===== config.mk =====
export PLATFORM = sky130hd
export DESIGN_NAME = fsm_cnt_run
export DESIGN_NICKNAME = d
export VERILOG_FILES = /design/src/rtl/fsm_cnt_run.sv
export SDC_FILE = /design/constraint.sdc
export NUM_CORES = 1
export LEC_CHECK = 0
export BUFFER_PORTS_ARGS = -buffer_cell sky130_fd_sc_hd__buf_2
export CORE_AREA = 2 2 59 61
export DETAILED_ROUTE_END_ITERATION = 10
export DIE_AREA = 0 0 61 63
export SLEW_MARGIN = 20
export SYNTH_ARGS = -nofsm -noshare
export SYNTH_HDL_FRONTEND = slang
export SYNTH_SLANG_ARGS = --single-unit

===== constraint.sdc =====
create_clock -name clk -period 2.5 [get_ports clk]
set_input_delay 0.25 -clock clk [delete_from_list [all_inputs] [get_ports clk]]
set_output_delay 0.25 -clock clk [all_outputs]
set_load 0.1 [all_outputs]

===== src/rtl/fsm_cnt_run.sv =====
// ---------------------------------------------------------------------------
// fsm_cnt_run
//
// Purpose:
//   Run/done controller for a datapath that needs a "busy for N cycles"
//   enable. A start request in IDLE latches a job length N and starts the
//   job. RUN lasts exactly N cycles, and then DONE pulses for one cycle.
//   From DONE the job either repeats with the same N or the controller
//   returns to IDLE. An abort in RUN drops straight back to IDLE without a
//   done pulse. A zero-length job goes directly to DONE.
//
// Ports:
//   clk        in   1          system clock, rising edge
//   reset_n    in   1          synchronous active-low reset
//   i_run      in   1          start request, only looked at in IDLE
//   i_num_cnt  in   CNT_WIDTH  job length N, latched when the start is taken
//   i_abort    in   1          abandon the job, only looked at in RUN
//   i_repeat   in   1          looked at in DONE: 1 = rerun same N, 0 = idle
//   o_idle     out  1          high while in IDLE
//   o_running  out  1          high while in RUN
//   o_done     out  1          high for the DONE cycle
//   o_cnt      out  CNT_WIDTH  cycle index inside the job, 0 outside RUN
//   c_state    out  2          current state encoding, for observation
// ---------------------------------------------------------------------------
module fsm_cnt_run #(
  parameter int CNT_WIDTH = 7
) (
  input  logic                 clk,
  input  logic                 reset_n,
  input  logic                 i_run,
  input  logic [CNT_WIDTH-1:0] i_num_cnt,
  input  logic                 i_abort,
  input  logic                 i_repeat,
  output logic                 o_idle,
  output logic                 o_running,
  output logic                 o_done,
  output logic [CNT_WIDTH-1:0] o_cnt,
  output logic [1:0]           c_state
);

  typedef enum logic [1:0] {
    S_IDLE = 2'b00,
    S_RUN  = 2'b01,
    S_DONE = 2'b10
  } state_t;

  localparam logic [CNT_WIDTH-1:0] ONE = CNT_WIDTH'(1);

  state_t               state;
  state_t               next_state;
  logic [CNT_WIDTH-1:0] cnt;
  logic [CNT_WIDTH-1:0] next_cnt;
  logic [CNT_WIDTH-1:0] num_lat;
  logic [CNT_WIDTH-1:0] next_num;
  logic [CNT_WIDTH-1:0] last_idx;

  // Index of the final RUN cycle. RUN is only entered with a non-zero N,
  // so this subtraction never underflows where it is used. Stopping on
  // this index also means the counter never wraps, even at the largest N.
  assign last_idx = num_lat - ONE;

  // Next-state and next-counter logic. Abort is tested before the
  // terminal compare, so an abort on the last RUN cycle still suppresses
  // done. The counter is zeroed on every exit from RUN so that each job
  // starts from index 0.
  always_comb begin
    next_state = state;
    next_cnt   = cnt;
    next_num   = num_lat;
    case (state)
      S_IDLE: begin
        if (i_run) begin
          next_num   = i_num_cnt;
          next_cnt   = '0;
          next_state = (i_num_cnt == '0) ? S_DONE : S_RUN;
        end
      end
      S_RUN: begin
        if (i_abort) begin
          next_state = S_IDLE;
          next_cnt   = '0;
        end else if (cnt == last_idx) begin
          next_state = S_DONE;
          next_cnt   = '0;
        end else begin
          next_cnt = cnt + ONE;
        end
      end
      S_DONE: begin
        next_cnt = '0;
        if (i_repeat) begin
          // A latched zero-length job repeats as back-to-back DONE cycles.
          next_state = (num_lat == '0) ? S_DONE : S_RUN;
        end else begin
          next_state = S_IDLE;
        end
      end
      default: begin
        next_state = S_IDLE;
        next_cnt   = '0;
      end
    endcase
  end

  // State, counter, latched length and status outputs are all registered
  // together. The outputs are decoded from the next state, so they line up
  // with the state register on the same edge, and no input can reach an
  // output without passing through a flop.
  always_ff @(posedge clk) begin
    if (!reset_n) begin
      state     <= S_IDLE;
      cnt       <= '0;
      num_lat   <= '0;
      o_idle    <= 1'b1;
      o_running <= 1'b0;
      o_done    <= 1'b0;
      o_cnt     <= '0;
    end else begin
      state     <= next_state;
      cnt       <= next_cnt;
      num_lat   <= next_num;
      o_idle    <= (next_state == S_IDLE);
      o_running <= (next_state == S_RUN);
      o_done    <= (next_state == S_DONE);
      o_cnt     <= (next_state == S_RUN) ? next_cnt : '0;
    end
  end

  assign c_state = state;

endmodule


==> metrics, run 1 <==
outcome completed; layout cell share with drive strength beyond 1 0.222; CP arrival 2.48 ns; Sw Share 0.277; Worst Tran Pin Value 0.818 ns; RSZ-0062 raised after global routing false; Residual DRC 0; Async S/R FF share, synth 0; post-DP HPWL about 2000 um; io pins 24; CP cell instances inv_1 > ha_1 > nand2b_1 > a311o_2 > nor3_2 > a31oi_4 > o21ai_4 > a21oi_1; post-synthesis mux area share 0; total wire length 2630 um; Area Overhead vs Synth 17.5%; hold path depth 3; Compound-Gate Fraction of Synth Area 0.199; fillers about 330; DRT Pass-1 Iters 4; top cells by area, synth dfxtp_1, a21oi_1, nand2_1; internal power 0.636 mW; most common cell after layout, fill and taps aside dfxtp_1; commonest non-fill, non-tap cells in the layout dfxtp_1, nand2_1, buf_2; Post-Place Worst Slack 0.245 ns; register area 520 sq um; Top delay family on crit path compound AO/OA/AOI/OAI gates; hold_buf cts 0; Placed Area 1380 sq um; Setup violations, final 0; synth unique cells 35; post-cts gate resize count 0; Synth Flop Type dfxtp_1; multi-input combinational cell area 672 sq um; gpl congestion 0.846; Max FO, Critical Path 9; hold slack 0.145 ns; max-slew violations 0; wire length per cell 12.1 um; crit start category flop; Post-synth EDFFs 0; Worst setup EP type flop; Max rail drop VDD 236 uV; Syn Inst Count around 150; routed vias roughly 1.1k; register area share after synthesis 0.426; worst skew pair latency 0.33 ns; setup bufs post-CTS 0; Synth top area share 0.426; Fin. Hold Viols 0; area leader, netlist dfxtp_1; Power Density 613 nW/um^2; vias in the first global route 1057; drt via density 4.97; initial core utilization 0.378; CTS root buffer clkbuf_4; Worst path depth 8; register share of total power 0.500; Die Ht 63 um; syn nets ~160; skew final 0.00272 ns; max incr delay on CP 0.44 ns; largest family of logic cells by synthesized area simple AND/OR/NAND/NOR gates; nets 186; TritonCTS buffer count 3; mapped cell area 1220 sq um; IO buf count 23; initial antenna violation count 0; Sw Pwr approximately 0.24 mW; overall routing resource usage 0.150; H-Tree Depth 1; initial drt markers 35; XOR/XNOR Fraction of Synth Area 0.0502; Gate power share 0.162; fin area 1440 sq um; Leak Pwr 0.574 nW; Ys Warns 0; Worst EP required 2.73 ns; Max Freq 443 MHz; Max transition margin 0.450; simple-gate share of the synthesized area 0.280; Sum Neg Setup Slack 0 ns; Clock Path Buffers 2; TritonCTS clock tree yes; post-synthesis adder-cell area fraction 0.0205; Reg clk slew, reported paths 0.15 ns; n_diodes 0; Worst Path Buf+Inv 1; Max Cap Viol 0; die width between 60 and 70 um; global route overflow 0; Hold WC Path Type input pin to flop; final setup margin roughly 0.25 ns; slowest CP cell dfxtp_1; Routed Antenna Nets 0; Final min period 2.25 ns; r2r worst-path depth 8; crit share post-route 0.902; # rows 21; Setup Crit Path Kind flop to flop; Die ar. 3840 sq um; core area between 3000 and 4000 sq um; clock share of power 0.338; largest net degree at the start of global routing 16; clock sink total 26; #FFs+latches synth 26; first-pass GRT wire length 4430 um; Avg Cell Area, Syn 8.32 sq um
synth_stat cells, types with 2 or more instances:
master / n
nand2_1: 23
nor3_2: 2
nor2b_1: 2
nor3_1: 3
o22ai_1: 2
a21oi_1: 20
dfxtp_1: 26
nand3_1: 4
o31a_1: 2
xnor2_1: 6
and2_1: 5
clkbuf_1: 3
o21ai_0: 6
ha_1: 2
or2_2: 2
nand2b_1: 2
inv_1: 5
nor2_1: 15
power groups by stage:
stage                     clock [mW]  sequential [mW]  combinational [mW]
after floorplan                    0            0.478              0.0811
after global placement             0            0.449               0.139
after detailed placement           0            0.450               0.143
after CTS                      0.299            0.440               0.143
after global routing           0.318            0.443               0.155
final                          0.298            0.441               0.142
cell type report:
| type | instances | area share |
|---|---|---|
| repair buffers | 23 | 0.0801 |
| flip-flops and latches | 26 | 0.362 |
| well taps | 46 | 0.0401 |
| clock inverters | 1 | 0.0209 |
| clock buffers | 3 | 0.0157 |
| multi-input cells | 113 | 0.468 |
| inverters | 5 | 0.0131 |
worst register-to-register path, stage by stage (launching register included):
cell	delay, ns
dfxtp_1	0.44
inv_1	0.07
ha_1	0.23
nand2b_1	0.18
a311o_2	0.40
nor3_2	0.28
a31oi_4	0.19
o21ai_4	0.30
a21oi_1	0.07
registers in the layout, summed over array words and instances, names as in the netlist:
name,count
num_lat,7
o_done,1
cnt,7
o_idle,1
o_cnt,7
o_running,1
c_state,2
path summary, 6_finish.rpt:
kind | start | endpoint | slack [ns]
setup / recovery | num_lat[0]$_SDFFE_PN0P_ | o_cnt[3]$_SDFF_PN0_ | 0.25
hold / removal | i_num_cnt[6] | num_lat[6]$_SDFFE_PN0P_ | 0.15
setup reg to reg | num_lat[0]$_SDFFE_PN0P_ | o_cnt[3]$_SDFF_PN0_ | 0.25
hold reg to reg | num_lat[5]$_SDFFE_PN0P_ | num_lat[5]$_SDFFE_PN0P_ | 0.49
per-layer routing:
layer / vias to the layer above / track usage / share of wire
li1: 553 / - / -
met1: 504 / 0.173 / 0.46
met2: 17 / 0.262 / 0.50
met3: 4 / 0.0290 / 0.028
met4: 0 / 0.0598 / 0.012
met5: - / 0 / 0
through the flow:
step	utilization	total power, mW	std cells
floorplan	-	0.559	147
global placement	0.428	0.588	213
CTS	0.444	0.882	217
global route	0.444	0.916	217
detailed placement	0.428	0.592	213
finish	0.444	0.881	217
cells by family (layout without fill, tap and decap cells):
logic type	after synthesis	after routing
adder cells (fa/ha/maj)	2	2
AO/OA/AOI/OAI	37	37
flip-flops	26	26
AND/OR/NAND/NOR	67	67
buffers and inverters	8	32
XOR/XNOR	7	7
(Power assumes the default switching activity.)
==> run 2: changes to the inputs <==
BUFFER_PORTS_ARGS = -buffer_cell sky130_fd_sc_hd__buf_4   (was -buffer_cell sky130_fd_sc_hd__buf_2)
==> run 2 against run 1 <==
Effect of this change:
- global-route usage increased by 0.45 points
- clock skew increased by 0.0078 ns
- non-clock buffer count unchanged
- sequential share of layout area decreased by 1.4 points
- hold slack improved by 0.0095 ns
==> metrics, run 2 (synthesized netlist as in run 1, its figures left out) <==
outcome completed; Sum Neg Setup Slack 0 ns; final design utilization 0.462; Setup violations, final 0; clock sink total 26; Power Density 590 nW/um^2; post-DP HPWL 2040 um; Final min period 2.27 ns; Max rail drop VDD 302 uV; slowest CP cell dfxtp_1; wire length per cell 12.1 um; io pins 24; setup bufs post-CTS 0; multi-input combinational cell area 672 sq um; commonest non-fill, non-tap cells in the layout dfxtp_1, nand2_1, buf_4; vias in the first global route between 1k and 1.5k; initial core utilization 0.378; final setup margin 0.234 ns; Regs by FF count cnt: 7 flops, num_lat: 7 flops, o_cnt: 7 flops; Fin. Hold Viols 0; post-cts gate resize count 0; CTS root buffer clkbuf_4; Clock Path Buffers 2; Max FO, Critical Path 9; skew final 0.0105 ns; gpl congestion 0.897; global route overflow 0; Reg clk slew, reported paths ~0.15 ns; Area Overhead vs Synth 22.2%; crit start category flop; fillers 322; Die Ht 63 um; H-Tree Depth 1; R2R setup slack between 0.2 and 0.25 ns; DRT Pass-1 Iters 4; nets around 190; die width between 60 and 70 um; TritonCTS clock tree yes; total wire length 2630 um; Max transition margin 0.423; Routed Antenna Nets 0; # rows 21; n_diodes 0; drt via density 4.91; RSZ-0062 raised after global routing false; crit share post-route 0.906; Top delay family on crit path compound AO/OA/AOI/OAI gates; Worst Tran Pin Value around 0.86 ns; overall routing resource usage 0.155; Hold WC Path Type input pin to flop; IO buf count 23; Max Cap Viol 0; max-slew violations 0; core area ~3200 sq um; Residual DRC 0; Leak Pwr 0.585 nW; Worst setup EP type flop; initial drt markers 36; fin area 1490 sq um; Die ar. just under 4000 sq um; initial antenna violation count 0; Placed Cells 213; max incr delay on CP about 0.43 ns; register area ~520 sq um; most common cell after layout, fill and taps aside dfxtp_1; Worst Path Buf+Inv 1; Worst EP required roughly 2.7 ns; layout cell share with drive strength beyond 1 0.222; routed vias 1065; Post-Place Worst Slack 0.255 ns; hold_buf cts 0; TritonCTS buffer count 3; CP cell instances inv_1 > ha_1 > nand2b_1 > a311o_2 > nor3_2 > a31oi_4 > o21ai_4 > nor2_1; first-pass GRT wire length 4590 um; largest net degree at the start of global routing 16; Layout Cells excl Fill 217; Setup Crit Path Kind flop to flop; Placed Area 1440 sq um; worst skew pair latency 0.33 ns; CP arrival 2.49 ns; Max Freq 441 MHz
==> run 2: through the flow <==
| stage | total power, mW | hold WS (ns) |
|---|---|---|
| after floorplan | 0.559 | 0.386 |
| after global placement | 0.596 | 0.486 |
| after detailed placement | 0.599 | 0.491 |
| after CTS | 0.893 | 0.144 |
| after global routing | 0.925 | 0.148 |
| final | 0.882 | 0.155 |
==> run 2: worst paths after layout <==
kind,endpoint,depth (start not counted),startpoint
worst min-delay path,num_lat[1]$_SDFFE_PN0P_,3,i_num_cnt[1]
worst max register to register,o_cnt[0]$_SDFF_PN0_,8,num_lat[0]$_SDFFE_PN0P_
worst max-delay path,o_cnt[0]$_SDFF_PN0_,8,num_lat[0]$_SDFFE_PN0P_
worst min register to register,num_lat[5]$_SDFFE_PN0P_,2,num_lat[5]$_SDFFE_PN0P_
==> run 2: worst register-to-register path, stage by stage (launching register included) <==
cell and delay [ns]:
dfxtp_1 0.43, inv_1 0.06, ha_1 0.23, nand2b_1 0.17, a311o_2 0.41, nor3_2 0.28, a31oi_4 0.19, o21ai_4 0.32
nor2_1 0.08
==> run 2: power breakdown <==
part | leakage (nW) | internal [mW] | switching (mW)
Sequential | 0.211 | 0.427 | 0.0139
Clock | 0.0279 | 0.162 | 0.131
Combinational | 0.345 | 0.0544 | 0.0941
==> run 2: metal layers <==
layer	track usage	share of wire	vias to the layer above
met5	0	0	-
met4	0.0734	0.016	0
met3	0.0228	0.024	4
met2	0.255	0.50	13
met1	0.190	0.45	493
li1	-	-	555
==> run 2: area by class of cell <==
class                      count  share of cell area
multi-input combinational    113               0.450
sequential                    26               0.348
timing repair buffer          23               0.116
tap                           46              0.0385
clock inverter                 1              0.0201
clock buffer                   3              0.0151
inverter                       5              0.0126
==> run 3: changes to the inputs <==
RECOVER_POWER = 100   (was unset)
clock period = 2.03 ns   (was 2.5 ns; I/O delays follow)
==> run 3 against run 2 <==
Effect of this change:
- the run now ends with setup timing left
- final cell count up 4.1%
- setup slack worse by 0.25 ns
- largest cell class unchanged
- fmax up 11%
- critical path depth unchanged
- combinational power up 54%
==> metrics, run 3 (synthesized netlist as in run 1, its figures left out) <==
met2 Resource Use GR 0.278; met3 usage 0.0248; nets 195; TritonCTS buffer count 3; H-Tree Depth 1; gpl congestion 0.796; worst hold endpoint num_lat[0]$_SDFFE_PN0P_; post-DP HPWL 2020 um; failing checks setup timing; worst skew pair latency 0.33 ns; die width 61 um; Max FO, Critical Path 5; IO buf count 23; vias in the first global route roughly 1.1k; Setup Crit Path Kind flop to flop; commonest non-fill, non-tap cells in the layout nand2_1, dfxtp_1, buf_4; Reg clk slew, reported paths 0.15 ns; Worst setup EP type flop; CP arrival 2.28 ns; # rows 21; Layout Cells excl Fill 226; worst hold path startpoint i_num_cnt[0]; Power Density 702 nW/um^2; total wire length 2800 um; Clock Path Buffers 2; initial antenna violation count 0; Worst Tran Pin Value between 0.6 and 0.7 ns; hold path depth 3; Sw Pwr 0.314 mW; fillers 317; multi-input combinational cell area 758 sq um; hold slack 0.102 ns; largest net degree at the start of global routing 16; Routed Antenna Nets 0; Area Overhead vs Synth 31.7%; crit share post-route 1.01; register share of total power 0.479; Regs by FF count cnt: 7 flops, num_lat: 7 flops, o_cnt: 7 flops; initial core utilization 0.378; Final min period 2.05 ns; skew final between 0.006 and 0.007 ns; DRT Pass-1 Iters 4; core area between 3000 and 4000 sq um; layout cell share with drive strength beyond 1 0.339; drt via density 4.99; clock share of power 0.317; r2r worst-path depth 8; Die Ht 63 um; register area 524 sq um; max-slew violations 0; r2r startpoint num_lat[1]$_SDFFE_PN0P_; Max Cap Viol 0; Gate power share 0.204; Max rail drop VDD approximately 380 uV; io pins 24; outcome finished with violations; wire length per cell approximately 12 um; Fin. Hold Viols 0; Leak Pwr 0.632 nW; Sw Share 0.278; routed vias 1127; Placed Cells 219; Hold WC Path Type input pin to flop; Die ar. a little under 4000 sq um; final setup margin -0.0200 ns; worst reg2reg path endpoint o_cnt[0]$_SDFF_PN0_; global route overflow 0; hold_buf cts 0; Max transition margin 0.587; crit start category flop; Max Freq ~490 MHz; CTS root buffer clkbuf_4; n_diodes 0; first-pass GRT wire length a little under 5000 um; grt met1 use 0.205; clock sink total 26; TritonCTS clock tree yes; Worst EP required 2.26 ns; RSZ-0062 raised after global routing true; initial drt markers 32; R2R setup slack -0.02 ns; Residual DRC 0; internal power 0.816 mW; Setup violations, final 2; global routing's busiest layer met2; overall routing resource usage 0.164
==> run 3: cell count changes in the layout (fill, tap and decap cells not counted), moves of 2 or more <==
cell	before	now
a21oi_1	20	16
a21oi_2	0	4
buf_4	23	17
clkbuf_2	0	12
dfxtp_1	26	23
dfxtp_2	0	3
inv_1	5	3
inv_2	0	2
nand2b_1	2	0
nand2b_4	0	2
o21ai_0	6	1
o21ai_1	0	4
==> run 3: layout make-up <==
type | instances | area share
multi-input combinational | 115 | 0.471
sequential | 26 | 0.326
timing repair buffer | 30 | 0.124
tap | 46 | 0.0357
clock inverter | 1 | 0.0186
clock buffer | 3 | 0.0140
inverter | 5 | 0.0117
==> run 3: critical path, cell delays in order, from the launching register on <==
cell	delay (ns)
dfxtp_2	0.36
inv_2	0.04
ha_4	0.23
xnor2_1	0.11
a311o_2	0.38
nor3_4	0.27
a31oi_4	0.19
o21ai_4	0.27
nor2_1	0.08
==> run 3: worst max-delay path by stage <==
stage	end	cells after the start	from	slack, ns
after floorplan	cnt[1]$_SDFF_PN0_	8	num_lat[0]$_SDFFE_PN0P_	0.01
after global placement	o_cnt[5]$_SDFF_PN0_	8	num_lat[0]$_SDFFE_PN0P_	-0.03
after detailed placement	o_cnt[4]$_SDFF_PN0_	8	num_lat[0]$_SDFFE_PN0P_	-0.09
after CTS	o_cnt[6]$_SDFF_PN0_	8	num_lat[0]$_SDFFE_PN0P_	0.004
after global routing	cnt[0]$_SDFF_PN0_	8	num_lat[1]$_SDFFE_PN0P_	-0.11
final	o_cnt[0]$_SDFF_PN0_	8	num_lat[1]$_SDFFE_PN0P_	-0.02
==> run 3: layer usage <==
layer | vias up | wire length [um]
li1 | 578 | -
met1 | 524 | 1270
met2 | 21 | 1380
met3 | 4 | 105
met4 | 0 | 40
met5 | - | 0
==> run 3: through the flow <==
step	utilization	cell area, sq um	TNS, ns	total power, mW	setup slack [ns]
final	0.498	1610	-0.0246	1.13	-0.0200
after global routing	0.498	1610	-0.897	1.19	-0.110
after CTS	0.490	1580	0	1.13	0.00350
after detailed placement	0.460	1490	-0.803	0.756	-0.0886
after global placement	0.460	1490	-0.128	0.751	-0.0255
after floorplan	-	1220	0	0.689	0.0129
==> run 3: power by group through the flow <==
stage                     sequential, mW  combinational (mW)  clock, mW
after floorplan                    0.589              0.0999          0
after global placement             0.551               0.200          0
after detailed placement           0.551               0.205          0
after CTS                          0.541               0.219      0.366
after global routing               0.544               0.250      0.396
final                              0.542               0.230      0.359
==> run 3: repair_timing <==
action / 4_1_cts / 5_1_grt
gates cloned: 2 / 0
setup endpoints to repair: 16 / 17
gates resized for setup: 5 / 20
pin swaps: 4 / 8
buffers inserted: 1 / 0
